--- src/rtl/spi_instr_decoder.sv ---
// spi_instr_decoder: turns SPI bridge command/data byte pairs into register read/write strobes
module spi_instr_decoder #(
  parameter int ADDR_W      = 7,
  parameter int TIMEOUT_CYC = 1024
) (
  input  logic              clk,
  input  logic              rst,
  input  logic              byte_sync,
  input  logic [7:0]        data_in,
  output logic [7:0]        data_out,
  output logic              read,
  output logic              write,
  output logic [ADDR_W-1:0] addr,
  output logic [7:0]        data_write,
  input  logic [7:0]        data_read,
  output logic              busy,
  output logic              frame_err
);
  typedef enum logic {CMD, DATA} state_t;
  localparam int CW = TIMEOUT_CYC > 1 ? $clog2(TIMEOUT_CYC) : 1;
  localparam logic [CW-1:0] LAST = CW'(TIMEOUT_CYC - 1);
  state_t state, state_n;
  logic [CW-1:0] cnt;
  logic op_wr, expire;
  assign busy = state == DATA;
  always_comb begin
    expire  = state == DATA && !byte_sync && TIMEOUT_CYC != 0 && cnt == LAST;
    state_n = state == CMD ? (byte_sync ? DATA : CMD) : (byte_sync || expire ? CMD : DATA);
  end
  always_ff @(posedge clk) state <= rst ? CMD : state_n;
  always_ff @(posedge clk) begin
    if (rst) begin
      data_out   <= '0;
      read       <= 1'b0;
      write      <= 1'b0;
      addr       <= '0;
      data_write <= '0;
      frame_err  <= 1'b0;
      cnt        <= '0;
      op_wr      <= 1'b0;
    end else begin
      read      <= state == CMD && byte_sync && !data_in[7];
      write     <= state == DATA && byte_sync && op_wr;
      frame_err <= expire;
      cnt       <= state == DATA ? cnt + 1'b1 : '0;
      // read data is captured while the read strobe is up and dropped when the frame ends
      data_out  <= state_n == CMD ? 8'h00 : (read ? data_read : data_out);
      if (state == CMD && byte_sync) begin
        op_wr <= data_in[7];
        addr  <= ADDR_W'({data_in[5:0], data_in[6]});
      end
      if (state == DATA && byte_sync && op_wr) data_write <= data_in;
    end
  end
endmodule
--- config.mk ---
export PLATFORM = sky130hd
export DESIGN_NAME = spi_instr_decoder
export DESIGN_NICKNAME = d
export VERILOG_FILES = /design/src/rtl/spi_instr_decoder.sv
export SDC_FILE = /design/constraint.sdc
export NUM_CORES = 1
export LEC_CHECK = 0
export CAP_MARGIN = 20
export CORE_UTILIZATION = 44
export CTS_CLUSTER_DIAMETER = 30
export CTS_CLUSTER_SIZE = 12
export DETAILED_ROUTE_END_ITERATION = 16
export PLACE_DENSITY = 0.78
export SYNTH_ARGS = -nofsm -noshare
export SYNTH_HDL_FRONTEND = slang
export SYNTH_SLANG_ARGS = --single-unit
--- constraint.sdc ---
create_clock -name clk -period 1.64 [get_ports clk]
set_input_delay 0.328 -clock clk [delete_from_list [all_inputs] [get_ports clk]]
set_output_delay 0.328 -clock clk [all_outputs]
set_load 0.005 [all_outputs]
== Word-level counts from Yosys, hierarchy flattened ==
Cells that the tools add are included.
W data, S select, Z words.
Storage, ports and cells
  output and inout bits: 27
  logic and storage cells: 27
  bits of input ports: 19
  bits in registers: 38
Cells by class
  reductions and logical operators: 11
  $add $sub $neg: 1
  bitwise logic cells: 2
  equal/unequal tests: 1
  muxes and demuxes: 3
Operators by type and width (number)
  $add A10 B1 Y10 const B: 1
  $eq A10 B10 Y1 const B: 1
  $logic_and A1 B1 Y1: 6
  $reduce_or A2 Y1: 2
  $mux W1: 3
  $logic_not A1 Y1: 2
  $not A1 Y1: 2
  $logic_or A1 B1 Y1: 1

== Longest topological paths before layout ==
Gate-level depths: netlist (run 1).
  depth in word-level cells: 8
  depth in mapped cells: 5
  mapped depth without buffers: 4

== Worst setup path after synthesis (run 1) ==
No wires, ideal clock.
  path kind: register -> register
  start: reg cnt[0]
  end: reg data_out[0]
  data arrival time: 1303 ps
  setup time: 137 ps
  clock period less this slack: 1440 ps
  buffers on the path: 0
  stages on the path, launching flop included: 5
  data required time: 1503 ps
  path slack: 200 ps
  cells stage by stage: dfxtp_1 -> ha_1 -> nand4_2 -> nor4b_4 -> nor3_1
On the way
  cells in the longest elaborated chain, start to end: 7
RTL lines
  from (decl): RTL line 23  | logic [CW-1:0] cnt;
  from (signal assigned): RTL line 45  | cnt <= state == DATA ? cnt + 1'b1 : '0;
  $eq A10 B10 Y1: RTL line 27  | expire = state == DATA && !byte_sync && TIMEOUT_CYC != 0 && cnt == LAST;
  $logic_and A1 B1 Y1: RTL line 27
  $logic_or A1 B1 Y1: RTL line 28  | state_n = state == CMD ? (byte_sync ? DATA : CMD) : (byte_sync || expire ? CMD : DATA);
  $mux W1 (2 in a row): RTL line 28
  $not A1 Y1 (no line)
  $reduce_or A2 Y1 (no line)
  to (signal assigned): RTL line 47  | data_out <= state_n == CMD ? 8'h00 : (read ? data_read : data_out);
  to (decl): RTL line 10  | output logic [7:0] data_out,
No other way between the ends.
A chain may end at the register's enable or synchronous reset.

== Final worst setup path (run 1) ==
  start: reg state, in the netlist busy
  end: out busy
RTL lines
  from (decl): RTL line 22  | state_t state, state_n;
  from (signal assigned): RTL line 30  | always_ff @(posedge clk) state <= rst ? CMD : state_n;
  to (decl): RTL line 16  | output logic busy,
No word-level cell between the ends.

==> impl_metrics.env, run 1 <==
export IMPL_status="completed"
export IMPL_mostFrequentLayoutCells="clkdlybuf4s50_1, dfxtp_1, nand2_1"
export IMPL_dpl_worst_slack_ps=21.4
export IMPL_grtUsageMet3=0.0571
export IMPL_total_power_mw=1.61
export IMPL_cts_tree="built"
export IMPL_fp_coreArea_um2=3050
export IMPL_hold_class="register to register"
export IMPL_slowest_delay_ps=510
export IMPL_end_kind="output port"
export IMPL_final_nets=229
export IMPL_viasPerCell=4.99
export IMPL_maxCapViolations=0
export IMPL_grtUsageTotal=0.194
export IMPL_worstMarginPinSlew_ps=343
export IMPL_vdd_drop_max_v=0.000517
export IMPL_die_area_um2=3440
export IMPL_synth_area_per_cell_um2=8.98
export IMPL_skew_ps=4.65
export IMPL_synthCells=157
export IMPL_routabilityCongestion=0.759
export IMPL_die_h_um=58.6
export IMPL_syn_area_um2=1410
export IMPL_start_util=0.462
export IMPL_cp_start_kind="register"
export IMPL_slew_violations=0
export IMPL_cts_buffers=5
export IMPL_fmax_mhz=638
export IMPL_cts_root_buf="clkbuf_4"
export IMPL_powerDensity_nw_per_um2=799
export IMPL_rsz0062_at_grt="no"
export IMPL_p_leak_nw=0.690
export IMPL_diodes=0
export IMPL_drc=0
export IMPL_post_route_period_util=0.956
export IMPL_clk_insertion_delay_late_ps=330
export IMPL_critPathKind="register to output port"
export IMPL_busiest_layer="met2"
export IMPL_cts_sinks=38
export IMPL_drt_initial_drc_count=22
export IMPL_io_pins=46
export IMPL_crit_chain="clkdlybuf4s50_1"
export IMPL_hpwl_um=2340
export IMPL_setup_viol=0
export IMPL_port_buffers=45
export IMPL_setup_tns_ps=0
export IMPL_synth_distinct_cells=26
export IMPL_worst_slack_ps=72.7
export IMPL_grt_pass1_vias=1195
export IMPL_postRouteAntennaNets=0
export IMPL_ys_ff_latch=38
export IMPL_clockBufferDepth=2
export IMPL_grt_pass1_wl_um=5000
export IMPL_cp_required_ps=1310
export IMPL_htree_num_levels=2
export IMPL_antenna_found_initial=0
export IMPL_cp_arrival_ps=1240
export IMPL_critPathTopFamily="buffers and inverters"
export IMPL_cts_hold_buf=0
export IMPL_cpMaxStageDelayCell="clkdlybuf4s50_1"
export IMPL_num_vias=1268
export IMPL_rows=20
export IMPL_critPathMaxFanout=7
export IMPL_finalWirelength_um=3080
export IMPL_synth_seq_area_share=0.539
export IMPL_post_route_cells_drive_above_1_share=0.0905
export IMPL_grt_max_degree=19
export IMPL_period_needed_ps=1570
export IMPL_syn_nets=177
export IMPL_wl_per_cell_um=12.1
export IMPL_areaGrowthSynthToFinish_pct=42.4
export IMPL_met2_usage=0.338
export IMPL_drt_pre_antenna_iters=4
export IMPL_crit_buf_inv=1
export IMPL_cts_setup_buffers=0
export IMPL_final_common_cell="clkdlybuf4s50_1"
export IMPL_met1_usage=0.219
export IMPL_fp_dieW_um=58.6
export IMPL_fin_util=0.658
export IMPL_grt_overflow=0
export IMPL_yosysWarnings=0
export IMPL_path_clk_slew_ps=110
export IMPL_final_hold_violation_count=0
export IMPL_timing_hold_ws_ps=459
export IMPL_relSlewSlack=0.771
-- power by group --
part	internal, mW	switching [mW]
Clock	0.208	0.280
Sequential	0.942	0.0140
Combinational	0.0960	0.0648
-- routing by layer --
metal  part of all wire  vias up
met5                  0        -
li1                   -      640
met4              0.014        0
met2               0.48       58
met3              0.073        5
met1               0.43      565
-- state kept, by name (all words and copies together) (netlist names) --
register    flops
frame_err       1
data_out        8
addr            7
cnt            10
write           1
data_write      8
busy            1
read            1
op_wr           1
-- layout make-up --
class                      instances  area (um2)
fill                             282        1040
inverter                           2        7.51
timing repair buffer              53         510
clock buffer                       7        55.1
multi-input combinational        109         611
clock inverter                     1        5.00
sequential                        38         764
tap                               44        55.1
-- cells by family after synthesis --
family | count (synthesis) | share of synthesized area
fa+ha+maj | 1 | 0.00887
simple gates | 70 | 0.248
xor+xnor | 3 | 0.0186
flops | 38 | 0.539
buf+inv | 10 | 0.0275
compound gates | 27 | 0.101
mux | 8 | 0.0568
-- stage by stage --
stage / instances / instance area, um2
after global placement: 246 / 1940
final: 254 / 2010
after floorplan: 157 / 1410
after CTS: 254 / 2010
after global routing: 254 / 2010
after detailed placement: 246 / 1940
-- path summary, 6_finish.rpt --
check / slack, ps / start / endpoint / depth (start not counted)
worst min-delay path: 460 / data_write[5] / data_write[5] / 2
worst max register to register: 120 / cnt[0] / cnt[8] / 5
worst max-delay path: 70 / busy / busy / 1
worst min register to register: 460 / data_write[5] / data_write[5] / 2
-- synthesized netlist by cell type --
master	instances	share of area
o21ai_0	3	0.011
a21o_1	1	0.0053
xnor2_1	1	0.0062
nand4_1	1	0.0044
inv_1	2	0.0053
mux2i_1	8	0.057
nand3_2	1	0.0071
clkbuf_1	7	0.019
nor2b_1	1	0.0044
nand2_1	34	0.091
nand2b_1	4	0.018
a21oi_1	21	0.075
nor3_1	9	0.032
or4_1	2	0.011
ha_1	1	0.0089
nand4_2	1	0.0089
or3_1	3	0.013
and3_1	1	0.0044
nor4b_4	1	0.017
nor2_1	7	0.019
xor2_1	2	0.012
nor4_1	1	0.0044
buf_2	1	0.0035
dfxtp_1	38	0.54
nand3_1	4	0.014
o31ai_1	2	0.011
-- repair_timing --
item / 4_1_cts / 5_1_grt
pin swaps: 0 / 0
resized for setup: 1 / 1
gates cloned: 0 / 0
endpoints found under the setup margin: 1 / 1
Note: power is estimated with default switching activity, not from simulation.
==> inputs of run 2 (changes only) <==
--- a/config.mk
+++ b/config.mk
@@ -10,6 +10,7 @@
 export CTS_CLUSTER_DIAMETER = 30
 export CTS_CLUSTER_SIZE = 12
 export DETAILED_ROUTE_END_ITERATION = 16
+export GPL_TIMING_DRIVEN = 0
 export PLACE_DENSITY = 0.78
 export SYNTH_ARGS = -nofsm -noshare
 export SYNTH_HDL_FRONTEND = slang
==> run 2 against run 1 <==
Clock skew fell by 3.2 ps. Worst hold slack better by 2.5 ps. Critical path depth unchanged. Sequential power barely moved. Global-route usage rose by 1.3 points. Via count rose by 1.6%. Clock-buffer cell count grew 1. Sequential share of layout area about the same. Non-clock buffer count grew 1.
==> impl_metrics.env, run 2 (synthesis gave the netlist of run 1 again) <==
export IMPL_status="completed"
export IMPL_drt_pre_antenna_iters=4
export IMPL_maxCapViolations=0
export IMPL_path_clk_slew_ps=110
export IMPL_final_hold_violation_count=0
export IMPL_finalWirelength_um=3220
export IMPL_cts_root_buf="clkbuf_4"
export IMPL_routabilityCongestion=0.809
export IMPL_busiest_layer="met2"
export IMPL_grt_max_degree=12
export IMPL_cts_hold_buf=0
export IMPL_end_kind="output port"
export IMPL_dp_cells=246
export IMPL_placed_cell_area_um2=1920
export IMPL_io_pins=46
export IMPL_crit_chain="clkdlybuf4s50_1"
export IMPL_areaGrowthSynthToFinish_pct=42.3
export IMPL_cp_start_kind="register"
export IMPL_crit_buf_inv=1
export IMPL_top_regs="cnt x10, data_out x8, data_write x8"
export IMPL_grt_pass1_vias=1247
export IMPL_die_area_um2=3440
export IMPL_timing_hold_ws_ps=461
export IMPL_largest_reg_flops=10
export IMPL_final_common_cell="clkdlybuf4s50_1"
export IMPL_met2_usage=0.373
export IMPL_final_nets=230
export IMPL_clockBufferDepth=2
export IMPL_met1_usage=0.224
export IMPL_viasPerCell=5.05
export IMPL_grtUsageTotal=0.207
export IMPL_start_util=0.462
export IMPL_fin_area_um2=2010
export IMPL_vdd_drop_max_v=0.000526
export IMPL_hold_class="register to register"
export IMPL_critPathTopFamily="buffers and inverters"
export IMPL_grt_overflow=0
export IMPL_drt_initial_drc_count=29
export IMPL_rsz0062_at_grt="no"
export IMPL_period_needed_ps=1570
export IMPL_slew_violations=0
export IMPL_p_leak_nw=0.681
export IMPL_post_route_cells_drive_above_1_share=0.0711
export IMPL_fp_coreArea_um2=3050
export IMPL_critPathMaxFanout=7
export IMPL_worstMarginPinSlew_ps=545
export IMPL_cp_arrival_ps=1250
export IMPL_powerDensity_nw_per_um2=849
export IMPL_mostFrequentLayoutCells="clkdlybuf4s50_1, dfxtp_1, nand2_1"
export IMPL_diodes=0
export IMPL_postRouteAntennaNets=0
export IMPL_cts_sinks=38
export IMPL_grtUsageMet3=0.0791
export IMPL_final_cells=255
export IMPL_antenna_found_initial=0
export IMPL_cpMaxStageDelayCell="clkdlybuf4s50_1"
export IMPL_setup_tns_ps=0
export IMPL_skew_ps=1.40
export IMPL_hpwl_um=2420
export IMPL_relSlewSlack=0.637
export IMPL_port_buffers=45
export IMPL_post_route_period_util=0.960
export IMPL_htree_num_levels=2
export IMPL_critPathKind="register to output port"
export IMPL_cp_required_ps=1310
export IMPL_grt_pass1_wl_um=5330
export IMPL_setup_viol=0
export IMPL_wl_per_cell_um=12.6
export IMPL_cts_tree="built"
export IMPL_die_h_um=58.6
export IMPL_rows=20
export IMPL_fmax_mhz=635
export IMPL_slowest_delay_ps=520
export IMPL_drc=0
export IMPL_num_vias=1288
export IMPL_largest_register="cnt"
export IMPL_fp_dieW_um=58.6
export IMPL_clk_insertion_delay_late_ps=340
export IMPL_cts_buffers=5
## run 2: changes by cell type in the layout (fill, tap and decap cells not counted)
cell      delta
buf_4        -7
buf_2        +1
clkbuf_8     +2
clkbuf_1     +5
clkbuf_2     +1
clkinv_2     -1
## run 2: final cells by class
class | instances | area (um2)
Multi-Input combinational cell | 109 | 611
Fill cell | 271 | 1050
Sequential cell | 38 | 764
Tap cell | 44 | 55.1
Buffer | 8 | 32.5
Clock buffer | 8 | 78.8
Inverter | 2 | 7.51
Timing Repair Buffer | 46 | 458
## run 2: path summary, 6_finish.rpt
path                            cells past startpoint           from  slack, ps       endpoint
worst max-delay path                                1           busy         70           busy
worst min-delay path                                2  data_write[6]        460  data_write[6]
worst max register to register                      4         cnt[0]        180         cnt[8]
worst min register to register                      2  data_write[6]        460  data_write[6]
## run 2: tightest hold or removal path: cells and delay by family, from the launching register on
family           cells  cell delay, ps
flip-flops           1             320
AND/OR/NAND/NOR      1              50
AO/OA/AOI/OAI        1              50
## run 2: report_power, final
part	internal, mW	switching (mW)
logic	0.0908	0.0650
clock network	0.293	0.299
registers	0.943	0.0131
## run 2: metal layers
metal  vias up  part of all wire
met5         -                 0
met4         0             0.014
met3         5             0.070
met2        49              0.48
met1       589              0.43
li1        645                 -
## run 2: repair_timing
| action | CTS | global route |
|---|---|---|
| pin swaps | 1 | 0 |
| setup buffers | 1 | 0 |
| gates resized for setup | 1 | 3 |
| setup endpoints to repair | 9 | 9 |
## run 2: stage by stage
| step | setup WS, ps | utilization | total power, mW |
|---|---|---|---|
| 3_5_place_dp | -408 | 0.627 | 1.13 |
| 5_1_grt | 9.43 | 0.657 | 1.76 |
| 6_report | 65.2 | 0.657 | 1.70 |
| 4_1_cts | 22.3 | 0.656 | 1.71 |
| 2_1_floorplan | 200 | - | 1.03 |
| 3_3_place_gp | -352 | 0.627 | 1.13 |
==> inputs of run 3 (changes only) <==
--- a/config.mk
+++ b/config.mk
@@ -6,6 +6,7 @@
 export NUM_CORES = 1
 export LEC_CHECK = 0
 export CAP_MARGIN = 20
+export CORE_MARGIN = 2
 export CORE_UTILIZATION = 44
 export CTS_CLUSTER_DIAMETER = 30
 export CTS_CLUSTER_SIZE = 12
==> run 3 against run 2 <==
Worst hold slack lost 1.5 ps. Critical path depth is the same. Worst setup slack gained 33 ps. Critical path type unchanged. Critical endpoint is now data_out[2]. Largest cell class unchanged.
==> impl_metrics.env, run 3 (synthesis gave the netlist of run 1 again) <==
export IMPL_skew_ps=13.5
export IMPL_dpl_worst_slack_ps=-420
export IMPL_clk_insertion_delay_late_ps=340
export IMPL_critPathKind="register to output port"
export IMPL_largest_reg_flops=10
export IMPL_cts_tree="built"
export IMPL_cts_sinks=38
export IMPL_viasPerCell=5.06
export IMPL_worst_slack_ps=98.6
export IMPL_critPathTopFamily="buffers and inverters"
export IMPL_end_kind="output port"
export IMPL_htree_num_levels=2
export IMPL_critPathMaxFanout=2
export IMPL_fp_coreArea_um2=3050
export IMPL_cts_hold_buf=0
export IMPL_p_leak_nw=0.696
export IMPL_drc=0
export IMPL_fp_dieW_um=60.6
export IMPL_hold_class="register to register"
export IMPL_cts_buffers=5
export IMPL_fin_area_um2=2010
export IMPL_grtUsageTotal=0.196
export IMPL_routabilityCongestion=0.827
export IMPL_diodes=0
export IMPL_grt_pass1_vias=1256
export IMPL_areaGrowthSynthToFinish_pct=42.2
export IMPL_top_regs="cnt x10, data_out x8, data_write x8"
export IMPL_hpwl_um=2420
export IMPL_die_area_um2=3670
export IMPL_port_buffers=45
export IMPL_setup_viol=0
export IMPL_timing_hold_ws_ps=460
export IMPL_placed_cell_area_um2=1920
export IMPL_postRouteAntennaNets=0
export IMPL_period_needed_ps=1540
export IMPL_io_pins=46
export IMPL_slowest_delay_ps=510
export IMPL_cpMaxStageDelayCell="clkdlybuf4s50_1"
export IMPL_drt_initial_drc_count=48
export IMPL_wl_per_cell_um=12.7
export IMPL_total_power_mw=1.73
export IMPL_mostFrequentLayoutCells="clkdlybuf4s50_1, dfxtp_1, nand2_1"
export IMPL_grt_overflow=0
export IMPL_dp_cells=246
export IMPL_relSlewSlack=0.643
export IMPL_grt_pass1_wl_um=5300
export IMPL_die_h_um=60.6
export IMPL_final_nets=230
export IMPL_crit_chain="clkdlybuf4s50_1"
export IMPL_finalWirelength_um=3230
export IMPL_crit_buf_inv=1
export IMPL_cp_required_ps=1310
export IMPL_maxCapViolations=0
export IMPL_drt_pre_antenna_iters=4
export IMPL_cts_root_buf="clkbuf_4"
export IMPL_final_common_cell="clkdlybuf4s50_1"
export IMPL_worstMarginPinSlew_ps=536
export IMPL_path_clk_slew_ps=110
export IMPL_post_route_cells_drive_above_1_share=0.0711
export IMPL_largest_register="cnt"
export IMPL_slew_violations=0
export IMPL_rows=20
export IMPL_vdd_drop_max_v=0.000498
export IMPL_powerDensity_nw_per_um2=863
export IMPL_cp_arrival_ps=1210
export IMPL_fmax_mhz=649
export IMPL_status="completed"
export IMPL_antenna_found_initial=0
export IMPL_fillers=269
export IMPL_grt_max_degree=13
export IMPL_num_vias=1290
export IMPL_final_hold_violation_count=0
export IMPL_start_util=0.462
export IMPL_cp_start_kind="register"
export IMPL_post_route_period_util=0.940
export IMPL_final_cells=255
export IMPL_rsz0062_at_grt="no"
export IMPL_clockBufferDepth=2
-- run 3: changes by cell type in the layout (fill, tap and decap cells not counted), sizes merged --
cell / previous run / this run
clkinv: 0 / 2
clkdlybuf4s50: 45 / 44
dlymetal6s2s: 0 / 1
bufinv: 0 / 1
clkbuf: 15 / 12
-- run 3: worst paths after layout --
check / slack [ps] / to / cells after the start / startpoint
hold reg to reg: 460 / data_write[1] / 2 / data_write[1]
setup / recovery: 100 / data_out[2] / 1 / data_out[2]
setup reg to reg: 140 / data_out[5] / 5 / cnt[0]
hold / removal: 460 / data_write[1] / 2 / data_write[1]
-- run 3: final cells by class --
| class | count | area, um2 | share of cell area |
|---|---|---|---|
| Sequential cell | 38 | 762 | 0.380 |
| Timing Repair Buffer | 46 | 460 | 0.230 |
| Tap cell | 44 | 55.1 | 0.0274 |
| Clock buffer | 5 | 37.5 | 0.0187 |
| Multi-Input combinational cell | 109 | 611 | 0.304 |
| Inverter | 2 | 7.51 | 0.00374 |
| Buffer | 8 | 32.5 | 0.0162 |
| Clock inverter | 3 | 40.0 | 0.0200 |
-- run 3: metal layers --
metal / track usage / part of all wire
met1: 0.212 / 0.41
met2: 0.333 / 0.49
met3: 0.0789 / 0.080
met4: 0.0963 / 0.023
met5: 0 / 0
-- run 3: repair_timing --
action / CTS / global route
resized for setup: 2 / 1
setup buffers: 1 / 0
pin swaps: 1 / 0
endpoints found under the setup margin: 10 / 1
-- run 3: power by group --
group	switching [mW]	internal (mW)	leakage, nW
combinational	0.0656	0.0902	0.342
clock	0.302	0.316	0.0450
sequential	0.0134	0.943	0.308
total	0.381	1.35	0.696
-- run 3: through the flow --
stage / setup TNS, ps / util
global placement: -4630 / 0.627
detailed placement: -5330 / 0.627
finish: 0 / 0.657
floorplan: 0 / -
CTS: 0 / 0.656
global route: 0 / 0.657
==> patch (flow settings as in run 3) <==
Reset style: asynchronous (`rst`), changed in one clocked block.
--- a/src/rtl/spi_instr_decoder.sv
+++ b/src/rtl/spi_instr_decoder.sv
@@ -30,3 +30,3 @@
   always_ff @(posedge clk) state <= rst ? CMD : state_n;
-  always_ff @(posedge clk) begin
+  always_ff @(posedge clk or posedge rst) begin
     if (rst) begin
Function: differs if rst is asserted again (counterexample within 4 cycles, from zero or initial values and one cycle with rst high); with rst held inactive, the same outputs for 10 cycles.
==> patch against run 3 <==
  * First-iteration DRC count shrank 38%
  * Area after synthesis grew 9.0%
  * Utilization shrank 0.60 points
  * Cell count shrank 15%
  * Worst setup slack lost 41 ps
  * Routed wire length grew 0.37%
  * Highest routed layer unchanged
  * Count of clock-buffer cells in the layout grew 1
  * Sequential cell count is the same
  * Final area grew 8.3%
  * Synthesized cell count shrank 25%
Power is not compared: it rests on default switching activity, and its combinational part moved more than twofold at a synthesized area within 25%.
==> patch: results (changes against run 3) <==
[metrics] status: complete, no violations (unchanged)
[metrics] most frequent cells after synthesis: sky130_fd_sc_hd__dfrtp_1, sky130_fd_sc_hd__mux2_2, sky130_fd_sc_hd__a21oi_1, sky130_fd_sc_hd__mux2i_1, sky130_fd_sc_hd__inv_1 (was sky130_fd_sc_hd__dfxtp_1, sky130_fd_sc_hd__nand2_1, sky130_fd_sc_hd__a21oi_1, sky130_fd_sc_hd__nor3_1, sky130_fd_sc_hd__mux2i_1)
[metrics] share of flip-flops with an asynchronous set or reset after synthesis: 97.4% (was 0%)
[metrics] drt first pass iters: 4 (unchanged)
[metrics] clock skew after layout: 10.7 ps (was 13.5 ps)
[metrics] global-route wire length before repair: 5600 um (was 5300 um)
[metrics] Reg2Reg Capture Point: data_out[6]$_DFFE_PP0P_ (was data_out[5]$_SDFFE_PP0P_)
[metrics] number of nets in the finished design: 191 (was 230)
[metrics] HPWL Detailed: 2350 um (was 2420 um)
[metrics] critical path peak fanout: 5 (was 2)
[metrics] fraction of final layout cells sized beyond drive strength 1: 19.3% (was 7.11%)
[metrics] CP peak stage delay: about 520 ps
[metrics] slew at the pin closest to its max-slew limit: 553 ps (was 536 ps)
[metrics] total instance count after detailed placement: 209 (was 246)
[metrics] final routed wire length divided by cell count: 14.9 um (was 12.7 um)
[metrics] largest net degree at the start of global routing: 26 (was 13)
[metrics] overall fraction of global-route tracks in use: 18.4% (was 19.6%)
[metrics] Avg Cell Area, Syn: 13.1 sq um (was 8.98 sq um)
[metrics] Setup Slack @ Placement: -147 ps (was -420 ps)
[metrics] Final Routed Wirelength: 3240 um (was 3230 um)
[metrics] distinct cell type count of the synthesized netlist: 23 (was 26)
[metrics] synthesized net count: 137 (was 177)
[metrics] gpl congestion: 0.689 (was 0.827)
[metrics] start of the worst register-to-register path: cnt[0]$_DFF_PP0_ (was cnt[0]$_SDFF_PP0_)
[metrics] overall via count from detail_route: 1112 (was 1290)
[metrics] Min-Delay Path Class: in -> async (was reg -> reg)
[metrics] sequential fraction of the synthesis area: 61.6% (was 53.9%)
[metrics] CTS Root Cell: sky130_fd_sc_hd__clkbuf_4 (unchanged)
[metrics] top cells by area, synth: sky130_fd_sc_hd__dfrtp_1, sky130_fd_sc_hd__mux2_2, sky130_fd_sc_hd__mux2i_1, sky130_fd_sc_hd__a21oi_1, sky130_fd_sc_hd__o311ai_4 (was sky130_fd_sc_hd__dfxtp_1, sky130_fd_sc_hd__nand2_1, sky130_fd_sc_hd__a21oi_1, sky130_fd_sc_hd__mux2i_1, sky130_fd_sc_hd__nor3_1)
[metrics] iteration-0 DRC count of the detailed router: 30 (was 48)
[metrics] CP arrival: 1250 ps (was 1210 ps)
## patch: cell types whose count changed after synthesis, moves of 4 or more
| cell | change |
|---|---|
| sky130_fd_sc_hd__a21oi_1 | -7 |
| sky130_fd_sc_hd__clkbuf_1 | -4 |
| sky130_fd_sc_hd__dfrtp_1 | +37 |
| sky130_fd_sc_hd__dfxtp_1 | -37 |
| sky130_fd_sc_hd__inv_1 | +4 |
| sky130_fd_sc_hd__mux2_2 | +16 |
| sky130_fd_sc_hd__nand2_1 | -32 |
| sky130_fd_sc_hd__nand2b_1 | -4 |
| sky130_fd_sc_hd__nor3_1 | -8 |
## patch: how the worst max path moves through the flow
stage,start,to,slack [ps],cells after the start
global route,busy$_SDFF_PP0_,busy,2,1
floorplan,cnt[0]$_DFF_PP0_,frame_err$_DFF_PP0_,300,4
finish,busy$_SDFF_PP0_,busy,60,1
global placement,rst,data_write[1]$_DFFE_PP0P_,-270,2
CTS,busy$_SDFF_PP0_,busy,20,1
detailed placement,byte_sync,data_out[6]$_DFFE_PP0P_,-150,4
## patch: kinds of logic after synthesis
kind of cell	count (synthesis)	synth area share (%)
DFF	38	61.6
muxes	24	16.9
and+or+nand+nor	22	8.71
AOI/OAI and AO/OA	20	8.06
buffers and inverters	9	2.20
xor gates and xnor gates	3	1.71
adders and majority gates	1	0.814
## patch: through the flow
stage	instance area [sq um]	hold slack, ps
2_1_floorplan	1540	394
5_1_grt	2170	408
3_5_place_dp	2070	471
6_report	2170	355
4_1_cts	2150	359
3_3_place_gp	2040	462
## patch: timing repair
| item | in CTS | in global routing |
|---|---|---|
| buffers inserted | 0 | 1 |
| pin swaps | 0 | 1 |
| endpoints found under the setup margin | 1 | 12 |
| gates resized for setup | 1 | 3 |
## patch: power by group
part           switching, W  internal [W]  leakage [nW]
logic              0.000146      0.000314         0.379
clock network      0.000289      0.000355        0.0443
registers         0.0000597       0.00105         0.488
## patch: metal layers
metal  track usage, %  routed length (um)  up-vias
met2             28.9                1580       36
li1                 -                   -      523
met5                0                   0        -
met3             4.82                 195        7
met1             23.8                1390      546
met4             9.17                  72        0
## patch: worst reg2reg max path, cell delays in order, from the launching register on
cell	delay, ps
sky130_fd_sc_hd__dfrtp_1	410
sky130_fd_sc_hd__ha_2	240
sky130_fd_sc_hd__nand4_1	180
sky130_fd_sc_hd__o311ai_4	290
sky130_fd_sc_hd__buf_4	200
sky130_fd_sc_hd__a21oi_1	80
## patch: cell type report
type	instances	area (sq um)
repair buffers	47	485
multi-input cells	70	564
clock inverters	1	30.0
inverters	6	22.5
plain buffers	3	11.3
fillers	268	1160
flip-flops and latches	38	950
well taps	46	57.6
clock buffers	6	51.3
